[config.mk]
export PLATFORM = sky130hd
export DESIGN_NAME = multicycle_control_fsm
export DESIGN_NICKNAME = d
export VERILOG_FILES = /design/src/rtl/mips_ctrl_pkg.sv /design/src/rtl/ctrl_output_decode.sv /design/src/rtl/multicycle_control_fsm.sv
export SDC_FILE = /design/constraint.sdc
export NUM_CORES = 1
export LEC_CHECK = 0
export BUFFER_PORTS_ARGS = -buffer_cell sky130_fd_sc_hd__buf_2
export CORE_MARGIN = 10
export CORE_UTILIZATION = 40
export CTS_CLUSTER_DIAMETER = 100
export DETAILED_ROUTE_END_ITERATION = 8
export PLACE_DENSITY_LB_ADDON = 0.3
export SYNTH_ARGS = -nofsm -noshare
export SYNTH_HDL_FRONTEND = slang
export SYNTH_HIERARCHICAL = 1
export SYNTH_SLANG_ARGS = --single-unit
[constraint.sdc]
create_clock -name clk -period 1.85 [get_ports clk]
set_clock_uncertainty 0.15 [all_clocks]
set_input_delay 0.37 -clock clk [delete_from_list [all_inputs] [get_ports clk]]
set_output_delay 0.37 -clock clk [all_outputs]
set_load 0.1 [all_outputs]
[src/rtl/mips_ctrl_pkg.sv]
// mips_ctrl_pkg: state, opcode, ALU and mux-select encodings for the multicycle MIPS control FSM.
package mips_ctrl_pkg;
  typedef enum logic [3:0] {
    FETCH    = 4'd0,
    DECODE   = 4'd1,
    MEM_ADDR = 4'd2,
    MEM_RD   = 4'd3,
    MEM_WB   = 4'd4,
    MEM_WR   = 4'd5,
    EXEC_R   = 4'd6,
    R_WB     = 4'd7,
    BRANCH   = 4'd8,
    JUMP     = 4'd9,
    EXEC_I   = 4'd10,
    I_WB     = 4'd11,
    ILLEGAL  = 4'd12
  } state_t;
  localparam logic [5:0] OP_RTYPE = 6'h00;
  localparam logic [5:0] OP_J     = 6'h02;
  localparam logic [5:0] OP_BEQ   = 6'h04;
  localparam logic [5:0] OP_BNE   = 6'h05;
  localparam logic [5:0] OP_ADDI  = 6'h08;
  localparam logic [5:0] OP_ANDI  = 6'h0C;
  localparam logic [5:0] OP_ORI   = 6'h0D;
  localparam logic [5:0] OP_LW    = 6'h23;
  localparam logic [5:0] OP_SW    = 6'h2B;
  localparam logic [2:0] ALU_ADD   = 3'b000;
  localparam logic [2:0] ALU_SUB   = 3'b001;
  localparam logic [2:0] ALU_OR    = 3'b010;
  localparam logic [2:0] ALU_AND   = 3'b011;
  localparam logic [2:0] ALU_RTYPE = 3'b111;
  localparam logic [1:0] SRCB_RT    = 2'b00;
  localparam logic [1:0] SRCB_FOUR  = 2'b01;
  localparam logic [1:0] SRCB_IMM   = 2'b10;
  localparam logic [1:0] SRCB_SHIFT = 2'b11;
  localparam logic [1:0] PCS_ALU    = 2'b00;
  localparam logic [1:0] PCS_ALUOUT = 2'b01;
  localparam logic [1:0] PCS_JUMP   = 2'b10;
endpackage

[src/rtl/ctrl_output_decode.sv]
// ctrl_output_decode: combinational Moore output decode of state/opcode/zero/mem_ready.
// ILLEGAL_OP_TRAP_EN makes ILLEGAL a sticky trap that raises illegal_op.
module ctrl_output_decode
  import mips_ctrl_pkg::*;
(
  input  logic       reset,
  input  logic [3:0] state,
  input  logic [5:0] opcode,
  input  logic       zero,
  input  logic       mem_ready,
  output logic       pc_write,
  output logic       iord,
  output logic       mem_read,
  output logic       mem_write,
  output logic       ir_write,
  output logic       reg_write,
  output logic       reg_dst,
  output logic       mem_to_reg,
  output logic       alu_src_a,
  output logic [1:0] alu_src_b,
  output logic [2:0] alu_op,
  output logic [1:0] pc_source,
`ifdef ILLEGAL_OP_TRAP_EN
  output logic       illegal_op,
`endif
  output logic       instr_retired
);
  always_comb begin
    pc_write      = 1'b0;
    iord          = 1'b0;
    mem_read      = 1'b0;
    mem_write     = 1'b0;
    ir_write      = 1'b0;
    reg_write     = 1'b0;
    reg_dst       = 1'b0;
    mem_to_reg    = 1'b0;
    alu_src_a     = 1'b0;
    alu_src_b     = SRCB_RT;
    alu_op        = ALU_ADD;
    pc_source     = PCS_ALU;
    instr_retired = 1'b0;
`ifdef ILLEGAL_OP_TRAP_EN
    illegal_op    = 1'b0;
`endif
    // reset masks every output so a half-finished instruction never writes
    if (!reset) begin
      case (state)
        FETCH: begin
          mem_read  = 1'b1;
          alu_src_b = SRCB_FOUR;
          ir_write  = mem_ready;
          pc_write  = mem_ready;
        end
        DECODE: alu_src_b = SRCB_SHIFT;
        EXEC_R: begin
          alu_src_a = 1'b1;
          alu_op    = ALU_RTYPE;
        end
        R_WB: begin
          reg_write     = 1'b1;
          reg_dst       = 1'b1;
          instr_retired = 1'b1;
        end
        EXEC_I: begin
          alu_src_a = 1'b1;
          alu_src_b = SRCB_IMM;
          alu_op    = opcode == OP_ANDI ? ALU_AND : opcode == OP_ORI ? ALU_OR : ALU_ADD;
        end
        I_WB: begin
          reg_write     = 1'b1;
          instr_retired = 1'b1;
        end
        MEM_ADDR: begin
          alu_src_a = 1'b1;
          alu_src_b = SRCB_IMM;
        end
        MEM_RD: begin
          mem_read = 1'b1;
          iord     = 1'b1;
        end
        MEM_WB: begin
          reg_write     = 1'b1;
          mem_to_reg    = 1'b1;
          instr_retired = 1'b1;
        end
        MEM_WR: begin
          mem_write     = 1'b1;
          iord          = 1'b1;
          instr_retired = mem_ready;
        end
        BRANCH: begin
          alu_src_a     = 1'b1;
          alu_op        = ALU_SUB;
          pc_source     = PCS_ALUOUT;
          pc_write      = opcode == OP_BNE ? ~zero : zero;
          instr_retired = 1'b1;
        end
        JUMP: begin
          pc_source     = PCS_JUMP;
          pc_write      = 1'b1;
          instr_retired = 1'b1;
        end
`ifdef ILLEGAL_OP_TRAP_EN
        ILLEGAL: illegal_op = 1'b1;
`else
        ILLEGAL: instr_retired = 1'b1;
`endif
        default: ;
      endcase
    end
  end
endmodule

[src/rtl/multicycle_control_fsm.sv]
// multicycle_control_fsm: multicycle MIPS control sequencer (state register + next-state logic).
// ILLEGAL_OP_TRAP_EN makes unknown opcodes trap until reset and adds the illegal_op port.
module multicycle_control_fsm
  import mips_ctrl_pkg::*;
(
  input  logic       clk,
  input  logic       reset,
  input  logic [5:0] opcode,
  input  logic [5:0] funct,
  input  logic       zero,
  input  logic       mem_ready,
  output logic       pc_write,
  output logic       iord,
  output logic       mem_read,
  output logic       mem_write,
  output logic       ir_write,
  output logic       reg_write,
  output logic       reg_dst,
  output logic       mem_to_reg,
  output logic       alu_src_a,
  output logic [1:0] alu_src_b,
  output logic [2:0] alu_op,
  output logic [1:0] pc_source,
`ifdef ILLEGAL_OP_TRAP_EN
  output logic       illegal_op,
`endif
  output logic       instr_retired,
  output logic [3:0] state_o
);
  state_t state, next_state;
  // funct is decoded by ALUControl, not here
  logic funct_unused;
  assign funct_unused = ^funct;
  assign state_o = state;
  always_ff @(posedge clk)
    if (reset) state <= FETCH;
    else state <= next_state;
  always_comb begin
    next_state = FETCH;
    case (state)
      FETCH:    next_state = mem_ready ? DECODE : FETCH;
      DECODE:
        case (opcode)
          OP_RTYPE:               next_state = EXEC_R;
          OP_ADDI, OP_ANDI, OP_ORI: next_state = EXEC_I;
          OP_LW, OP_SW:           next_state = MEM_ADDR;
          OP_BEQ, OP_BNE:         next_state = BRANCH;
          OP_J:                   next_state = JUMP;
          default:                next_state = ILLEGAL;
        endcase
      EXEC_R:   next_state = R_WB;
      EXEC_I:   next_state = I_WB;
      MEM_ADDR: next_state = opcode == OP_LW ? MEM_RD : MEM_WR;
      MEM_RD:   next_state = mem_ready ? MEM_WB : MEM_RD;
      MEM_WR:   next_state = mem_ready ? FETCH : MEM_WR;
`ifdef ILLEGAL_OP_TRAP_EN
      ILLEGAL:  next_state = ILLEGAL;
`endif
      default:  next_state = FETCH;
    endcase
  end
  ctrl_output_decode u_dec (
    .reset         (reset),
    .state         (state),
    .opcode        (opcode),
    .zero          (zero),
    .mem_ready     (mem_ready),
    .pc_write      (pc_write),
    .iord          (iord),
    .mem_read      (mem_read),
    .mem_write     (mem_write),
    .ir_write      (ir_write),
    .reg_write     (reg_write),
    .reg_dst       (reg_dst),
    .mem_to_reg    (mem_to_reg),
    .alu_src_a     (alu_src_a),
    .alu_src_b     (alu_src_b),
    .alu_op        (alu_op),
    .pc_source     (pc_source),
`ifdef ILLEGAL_OP_TRAP_EN
    .illegal_op    (illegal_op),
`endif
    .instr_retired (instr_retired)
  );
endmodule

==> flow_summary.json, run 1 <==
{
  "status": "stopped before the end",
  "lastStage": "clock tree synthesis",
  "error": "[ERROR DPL-0038] Utilization greater than 100%, impossible to legalize",
  "ys.flop_type": "dfxtp_1",
  "ys_seq_area_share_pct": 10.14,
  "synth_top_area_share_pct": 10.14,
  "die_h_um": 64.43,
  "cts_hold_buf": 0,
  "root_buffer": "clkbuf_4",
  "ys_ff_latch": 4,
  "avgSynthCellArea_um2": 6.865,
  "globalplace.congestion": 0.8289,
  "cts.sinks": 4,
  "syn-num-nets": 131,
  "clockBufferDepth": 2,
  "synth_cell_types": 40,
  "numPortBuffers": 30,
  "dpl_cell_area_mm2": 0.001620,
  "cts_buffers": 3,
  "yosys.area.top_type": "dfxtp_1",
  "post_cts_buffers": 12,
  "syn-instance-count": 115,
  "cts_resized": 44,
  "rows": 16,
  "place.detailed.hpwl_um": 2749,
  "async_flop_share_pct": 0,
  "h-tree-depth": 1,
  "netlist_area_um2": 789.5,
  "ioPinCount": 37,
  "die_x_um": 64.43,
  "synth_area_leaders": "dfxtp_1 (10%), a21oi_1 (5.7%), nor3_1 (5.7%)",
  "start_util_pct": 41.08,
  "ys.warnings.count": 6,
  "synth_edf_count": 0
}
## metrics by stage
step	std cells	setup TNS (ns)	hold WS, ns	worst slack [ns]	util [%]
after floorplan	115	-7.705	0.2871	-1.037	-
after global placement	193	-1.415	0.5772	-0.2778	84.31
after detailed placement	193	-1.986	0.5871	-0.3904	84.31
## cell usage after synthesis, types with 5 or more instances
| master | n |
|---|---|
| nor4_1 | 5 |
| inv_1 | 6 |
| a21oi_1 | 9 |
| nor3_1 | 9 |
| nand2_1 | 8 |
| nor2_1 | 11 |
| nand2b_1 | 7 |
## cells by family after synthesis
logic type,Yosys count,share of synthesized area [%]
buffers and inverters,14,9.508
and+or+nand+nor,64,49.44
AOI/OAI and AO/OA,29,26.15
xor gates and xnor gates,2,2.219
muxes,2,2.536
DFF,4,10.14
==> inputs of run 2 (changes only) <==
--- a/config.mk
+++ b/config.mk
@@ -6,11 +6,10 @@
 export NUM_CORES = 1
 export LEC_CHECK = 0
 export BUFFER_PORTS_ARGS = -buffer_cell sky130_fd_sc_hd__buf_2
-export CORE_MARGIN = 10
-export CORE_UTILIZATION = 40
-export CTS_CLUSTER_DIAMETER = 100
+export CORE_AREA = 10 10 71 73
 export DETAILED_ROUTE_END_ITERATION = 8
-export PLACE_DENSITY_LB_ADDON = 0.3
+export DIE_AREA = 0 0 81 83
+export PLACE_DENSITY_LB_ADDON = 0.15
 export SYNTH_ARGS = -nofsm -noshare
 export SYNTH_HDL_FRONTEND = slang
 export SYNTH_HIERARCHICAL = 1
==> constraint.sdc (replaced) <==
create_clock -name clk -period 2.41 [get_ports clk]
set_clock_uncertainty 0.15 [all_clocks]
set_input_delay 0.482 -clock clk [delete_from_list [all_inputs] [get_ports clk]]
set_output_delay 0.482 -clock clk [all_outputs]
set_load 0.1 [all_outputs]
==> flow_summary.json, run 2 <==
{
  "clockBufferDepth": 2,
  "root_buffer": "clkbuf_8",
  "largest_reg_flops": 4,
  "fillers": 382,
  "async_flop_share_pct": 0,
  "ir_drop_mv": 0.3818,
  "post-route-min-period_ns": 2.359,
  "setup_viol_count_final": 0,
  "die_area_mm2": 0.006723,
  "layout-drive-gt1-share_pct": 50.00,
  "viasPerCell": 5.064,
  "rows": 22,
  "place.detailed.hpwl_um": 2292,
  "syn-num-nets": 131,
  "grt_pass1_vias": 1010,
  "multi_input_area_um2": 820.8,
  "drc": 0,
  "first_pass_iters": 4,
  "synth_cell_types": 40,
  "post_drt_wl_per_cell_um": 14.21,
  "final_common_cell": "buf_12",
  "final_util_pct": 42.42,
  "synth_common_cells": "nor2_1 (11), a21oi_1 (9), nor3_1 (9)",
  "layout.cells.non_filler": 202,
  "synth_edf_count": 0,
  "die_x_um": 81,
  "finalMaxSlewViolations": 0,
  "fp.coreArea_mm2": 0.003633,
  "diodes": 0,
  "power.leakage_uw": 0.0005238,
  "avgSynthCellArea_um2": 6.865,
  "synth_top_area_share_pct": 10.14,
  "die_h_um": 83,
  "rsz0062_at_grt": "true",
  "setup_tns_ns": 0,
  "yosys.area.top_type": "dfxtp_1",
  "end_kind": "output port",
  "wirelength_um": 2871,
  "dp_cells": 198,
  "critPathLaunchType": "input port",
  "globalplace.congestion": 0.8889,
  "syn-instance-count": 115,
  "ys.flop_type": "dfxtp_1",
  "numPortBuffers": 30,
  "fin_hold_ws_ns": 0.5550,
  "critical_path_class": "input port to output port",
  "start_util_pct": 21.73,
  "clk_latency_ns": 0.21,
  "total_power_uw": 569.4,
  "nets": 172,
  "max_freq_mhz": 423.9,
  "final_cell_mix": "buf_12 (16), buf_4 (14), buf_2 (13), nand2_1 (8)",
  "ioPinCount": 37,
  "period_share_pct": 97.88,
  "ff_latch_area_um2": 95.09,
  "yosysMostFrequentCell": "nor2_1",
  "ys.warnings.count": 6,
  "clk_pin_slew_ns": 0.03,
  "grt_antenna_before_repair": 0,
  "grt_max_degree": 16,
  "cts_tree": "yes",
  "cts.sinks": 4,
  "worstPathRequired_ns": 1.78,
  "p_per_area_mw_per_mm2": 369.4,
  "tightest_slew_ns": 0.4939,
  "hp-class": "register to register",
  "grt_usage_pct": 8.371,
  "ys_ff_latch": 4,
  "synth_area_leaders": "dfxtp_1 (10%), a21oi_1 (5.7%), nor3_1 (5.7%)",
  "arrival_ns": 1.73,
  "grt-ovfl-total": 0,
  "hold_viol": 0,
  "cts_buffers": 3,
  "drt_iter0_drc": 43,
  "h-tree-depth": 1,
  "ant_nets": 0,
  "ys_seq_area_share_pct": 10.14,
  "area_delta_synth_final_pct": 95.25,
  "crit_fanout": 2,
  "netlist_area_um2": 789.5,
  "vias": 1023,
  "slew_headroom_pct": 67.30,
  "drv_cap": 0,
  "status": "finished clean",
  "grt_first_pass_wirelength_um": 4878,
  "cts_hold_buf": 0
}
[run 2: cell counts after synthesis]
No cell type changed its count.
[run 2: kinds of logic after synthesis]
| logic type | Yosys count | synth area share (%) |
|---|---|---|
| DFF | 4 | 10.14 |
| buffers and inverters | 14 | 9.508 |
| muxes | 2 | 2.536 |
| AOI/OAI and AO/OA | 29 | 26.15 |
| xor gates and xnor gates | 2 | 2.219 |
| and+or+nand+nor | 64 | 49.44 |
[run 2: what timing repair did]
action | CTS | global route
endpoints found under the setup margin | 0 | 3
setup buffers | 0 | 1
resized for setup | 0 | 4
[run 2: cell type report]
class                           instances  share of cell area [%]
Timing Repair Buffer                   44                   32.55
Clock buffer                            3                   2.679
Inverter                                6                   1.461
Multi-Input combinational cell         97                   53.25
Tap cell                               48                   3.896
Sequential cell                         4                   6.169
[run 2: per-stage QoR]
step           setup slack, ns  instance area (um2)
2_1_floorplan          -0.5890                983.4
3_3_place_gp           0.03458                 1468
3_5_place_dp          0.007067                 1468
4_1_cts               0.007073                 1509
5_1_grt              -0.002572                 1541
6_report               0.05119                 1541
[run 2: power by group]
| part | switching (uW) | internal [uW] | total [uW] | leakage, uW |
|---|---|---|---|---|
| Clock | 30.3 | 106 | 136 | 0.0000216 |
| Combinational | 235 | 119 | 353 | 0.000467 |
| Sequential | 9.96 | 69.7 | 79.7 | 0.0000356 |
| Total | 275 | 295 | 569 | 0.000524 |
[run 2: layer usage]
layer  up-vias  GRT usage, %  wire length [um]  part of all wire (%)
met1       488         10.85              1274                    44
met3         0         3.233               182                   6.3
met4         0        0.4695                 0                     0
met5         -             0                 0                     0
met2        23         13.26              1414                    49
li1        512             -                 -                     -
[run 2: critical path, cell delays in order]
cell and delay [ns]:
buf_2 0.11, or4b_4 0.55, a2111oi_4 0.19, nand3b_1 0.20
buf_12 0.19
[run 2: final timing paths]
kind                     end  startpoint  slack, ns  cells past startpoint
setup / recovery    pc_write       reset       0.05                      5
hold / removal    state_o[2]  state_o[3]       0.56                      2
setup reg to reg  state_o[1]  state_o[0]       0.57                      4
hold reg to reg   state_o[2]  state_o[3]       0.56                      2
(Power assumes the default switching activity.)
==> inputs of run 3 (changes only) <==
--- a/config.mk
+++ b/config.mk
@@ -6,6 +6,8 @@
 export NUM_CORES = 1
 export LEC_CHECK = 0
 export BUFFER_PORTS_ARGS = -buffer_cell sky130_fd_sc_hd__buf_2
+export CELL_PAD_IN_SITES_DETAIL_PLACEMENT = 0
+export CELL_PAD_IN_SITES_GLOBAL_PLACEMENT = 2
 export CORE_AREA = 10 10 71 73
 export DETAILED_ROUTE_END_ITERATION = 8
 export DIE_AREA = 0 0 81 83
==> flow_summary.json, run 3 (same netlist as run 2, synthesis figures left out) <==
{
  "status": "finished clean",
  "crit_start": "state_o[2]",
  "arrival_ns": 1.74,
  "finalMaxSlewViolations": 0,
  "diodes": 0,
  "clockBufferDepth": 2,
  "area_delta_synth_final_pct": 97.94,
  "die_area_mm2": 0.006723,
  "nets": 174,
  "cts_buffers": 3,
  "vias": 1045,
  "rows": 22,
  "layout.cells.non_filler": 204,
  "die_x_um": 81,
  "final_common_cell": "buf_12",
  "globalplace.congestion": 0.7876,
  "grt-ovfl-total": 0,
  "place.detailed.hpwl_um": 2343,
  "root_buffer": "clkbuf_8",
  "hp-class": "register to register",
  "h-tree-depth": 1,
  "end_kind": "output port",
  "drt_iter0_drc": 78,
  "hold_viol": 0,
  "worstPathRequired_ns": 1.78,
  "rsz0062_at_grt": "true",
  "r2r_slack_ns": 0.63,
  "power.leakage_uw": 0.0005367,
  "drv_cap": 0,
  "critPathMaxStageDelay_ns": 0.43,
  "final_util_pct": 43.01,
  "die_h_um": 83,
  "setup_viol_count_final": 0,
  "period_share_pct": 98.38,
  "ir_drop_mv": 0.1345,
  "post-place-ws_ns": 0.02523,
  "setup_tns_ns": 0,
  "cts.sinks": 4,
  "final_cell_mix": "buf_12 (17), buf_4 (15), buf_2 (11), nand2_1 (8)",
  "max_freq_mhz": 421.8,
  "ioPinCount": 37,
  "grt_pass1_vias": 1036,
  "grt_antenna_before_repair": 0,
  "tightest_slew_ns": 0.5656,
  "fp.coreArea_mm2": 0.003633,
  "largest_reg_flops": 4,
  "grt_first_pass_wirelength_um": 5119,
  "crit_chain": "buf_4 -> nand2b_2 -> o32a_1 -> nor2_4 -> buf_12",
  "path_delay_family": "buffers and inverters",
  "wirelength_um": 3046,
  "critPathLaunchType": "register",
  "r2r-start": "state_o[0]",
  "post_drt_wl_per_cell_um": 14.93,
  "cts_tree": "yes",
  "numPortBuffers": 30,
  "worst_slack_ns": 0.03913,
  "cts_hold_buf": 0,
  "ant_nets": 0,
  "clk_pin_slew_ns": 0.03,
  "slew_headroom_pct": 61.80,
  "drc": 0,
  "grt_usage_pct": 8.987,
  "fillers": 383,
  "clk_latency_ns": 0.21,
  "start_util_pct": 21.73,
  "first_pass_iters": 4,
  "p_per_area_mw_per_mm2": 373.0,
  "path_buf_inv": 2,
  "viasPerCell": 5.123,
  "post-route-min-period_ns": 2.371,
  "cpMaxStageDelayCell": "dfxtp_4",
  "critical_path_class": "register to output port",
  "layout-drive-gt1-share_pct": 50.00,
  "dp_cells": 200,
  "grt_max_degree": 21,
  "min_from": "state_o[2]",
  "crit_fanout": 17
}
==> run 3: cell types whose count changed in the layout (fill, tap and decap cells not counted), sizes merged <==
cell,delta
buf,+1
clkbuf,+1
==> run 3: worst paths after layout <==
path           endpoint  cells past startpoint
min reg2reg  state_o[3]                      1
max           reg_write                      5
max reg2reg  state_o[1]                      4
min          state_o[3]                      1
==> run 3: what timing repair did <==
item,in CTS,in global routing
setup buffers,0,1
endpoints found under the setup margin,0,4
resized for setup,0,5
==> run 3: layer usage <==
metal	part of all wire [%]	up-vias	global-route usage (%)
li1	-	518	-
met1	43	488	10.72
met2	50	35	14.91
met3	6.2	4	2.155
met4	1.2	0	3.286
met5	0	-	0
==> run 3: where the power goes <==
group	internal, uW	switching, uW
Sequential	69.9	15.8
Clock	106	30.9
Combinational	129	231
Total	305	278
==> run 3: through the flow <==
| step | instance area, um2 | hold WS (ns) | power, uW |
|---|---|---|---|
| 6_report | 1563 | 0.4092 | 582.9 |
| 5_1_grt | 1563 | 0.4275 | 607.6 |
| 4_1_cts | 1539 | 0.4069 | 583.7 |
| 3_5_place_dp | 1498 | 0.3982 | 443.2 |
| 3_3_place_gp | 1498 | 0.3932 | 442.0 |
| 2_1_floorplan | 983.4 | 0.3991 | 329.2 |
==> run 3: layout make-up <==
class                      instances  area (um2)  share of cell area (%)
clock buffer                       3       41.29                   2.642
inverter                           6       22.52                   1.441
timing repair buffer              46       541.8                   34.67
sequential                         4       95.09                   6.085
multi-input combinational         97       802.0                   51.32
tap                               48       60.06                   3.843
==> inputs of run 4 (changes only) <==
--- a/config.mk
+++ b/config.mk
@@ -11,8 +11,9 @@
 export CORE_AREA = 10 10 71 73
 export DETAILED_ROUTE_END_ITERATION = 8
 export DIE_AREA = 0 0 81 83
-export PLACE_DENSITY_LB_ADDON = 0.15
+export PLACE_DENSITY = 0.79
 export SYNTH_ARGS = -nofsm -noshare
 export SYNTH_HDL_FRONTEND = slang
 export SYNTH_HIERARCHICAL = 1
 export SYNTH_SLANG_ARGS = --single-unit
+export TNS_END_PERCENT = 10
==> flow_summary.json, run 4 (same netlist as run 2, synthesis figures left out) <==
{
  "ioPinCount": 37,
  "die_area_mm2": 0.006723,
  "ant_nets": 0,
  "grt_usage_pct": 8.365,
  "vias": 1042,
  "post-route-min-period_ns": 2.373,
  "cts_buffers": 3,
  "post_drt_wl_per_cell_um": 14.44,
  "setup_tns_ns": 0,
  "layout-drive-gt1-share_pct": 48.72,
  "critPathLaunchType": "input port",
  "ff_latch_area_um2": 87.58,
  "rows": 22,
  "cts_tree": "yes",
  "final_common_cell": "buf_12",
  "rsz0062_at_grt": "true",
  "tightest_slew_ns": 0.4720,
  "period_share_pct": 98.45,
  "cts_hold_buf": 0,
  "viasPerCell": 5.108,
  "design_area_mm2": 0.001500,
  "die_h_um": 83,
  "post-place-ws_ns": 0.02015,
  "p_per_area_mw_per_mm2": 392.5,
  "end_kind": "output port",
  "grt_first_pass_wirelength_um": 4747,
  "ir_drop_mv": 0.2244,
  "first_pass_iters": 4,
  "status": "finished clean",
  "crit_fanout": 2,
  "critical_path_class": "input port to output port",
  "place.detailed.hpwl_um": 2315,
  "clk_latency_ns": 0.22,
  "hold_viol": 0,
  "drv_cap": 0,
  "numPortBuffers": 30,
  "grt_pass1_vias": 971,
  "h-tree-depth": 1,
  "cts.sinks": 4,
  "finalMaxSlewViolations": 0,
  "clockBufferDepth": 2,
  "drc": 0,
  "grt-ovfl-total": 0,
  "globalplace.congestion": 0.7937,
  "die_x_um": 81,
  "power.leakage_uw": 0.0005219,
  "hp-class": "register to register",
  "fillers": 387,
  "drt_iter0_drc": 60,
  "slew_headroom_pct": 68.12,
  "root_buffer": "clkbuf_8",
  "grt_antenna_before_repair": 0,
  "dpl_cell_area_mm2": 0.001433,
  "final_cell_mix": "buf_12 (16), buf_4 (15), buf_2 (14), nand2_1 (8)",
  "grt_max_degree": 21,
  "area_delta_synth_final_pct": 90.02,
  "start_util_pct": 21.73,
  "setup_viol_count_final": 0,
  "nets": 173,
  "arrival_ns": 1.74,
  "multi_input_area_um2": 782.0,
  "largest_reg_flops": 4,
  "clk_pin_slew_ns": 0.03,
  "worst_slack_ns": 0.03727,
  "max_freq_mhz": 421.5,
  "fp.coreArea_mm2": 0.003633,
  "diodes": 0,
  "worstPathRequired_ns": 1.78,
  "wirelength_um": 2945
}
-- run 4: cell types whose count changed in the layout (fill, tap and decap cells not counted), moves of 3 or more --
cell | previous run | this run
buf_2 | 11 | 14
dfxtp_2 | 0 | 3
dfxtp_4 | 4 | 1
nor2_2 | 0 | 3
nor2_4 | 5 | 2
-- run 4: critical path, cell delays in order --
cell       delay [ns]
buf_2            0.12
or4b_4           0.57
a2111oi_4        0.19
nand3b_1         0.19
buf_12           0.19
-- run 4: worst paths after layout --
| path | start | to | slack [ns] | depth (start not counted) |
|---|---|---|---|---|
| max | reset | pc_write | 0.04 | 5 |
| min | state_o[3] | state_o[2] | 0.54 | 2 |
| max reg2reg | state_o[0] | state_o[1] | 0.54 | 4 |
| min reg2reg | state_o[3] | state_o[2] | 0.54 | 2 |
-- run 4: layout make-up --
class / count / area share [%]
repair buffers: 45 / 33.53
multi-input cells: 97 / 52.13
well taps: 48 / 4.003
inverters: 6 / 1.501
clock buffers: 4 / 3.002
flip-flops and latches: 4 / 5.838
-- run 4: repair_timing --
action,in CTS,in global routing
buffers inserted,0,1
endpoints found under the hold margin,0,0
endpoints found under the setup margin,0,3
resized for setup,0,2
-- run 4: report_power, final --
group          internal, uW  switching (uW)  leakage, uW
logic                   122             238     0.000465
registers              70.8            7.48    0.0000347
clock network           113            37.9    0.0000228
-- run 4: stage by stage --
step | total power (uW) | util (%) | hold WS, ns | std cells
2_1_floorplan | 325.0 | - | 0.4014 | 115
3_3_place_gp | 430.7 | 39.43 | 0.5037 | 199
3_5_place_dp | 436.5 | 39.43 | 0.5132 | 199
6_report | 588.8 | 41.29 | 0.5354 | 204
4_1_cts | 591.4 | 40.67 | 0.5153 | 203
5_1_grt | 617.9 | 41.29 | 0.5695 | 204
-- run 4: layer usage --
| metal | vias up | global-route usage (%) | share of wire (%) |
|---|---|---|---|
| met3 | 2 | 2.371 | 5.9 |
| li1 | 520 | - | - |
| met4 | 0 | 1.878 | 0.48 |
| met2 | 29 | 13.18 | 48 |
| met1 | 491 | 10.83 | 46 |
| met5 | - | 0 | 0 |
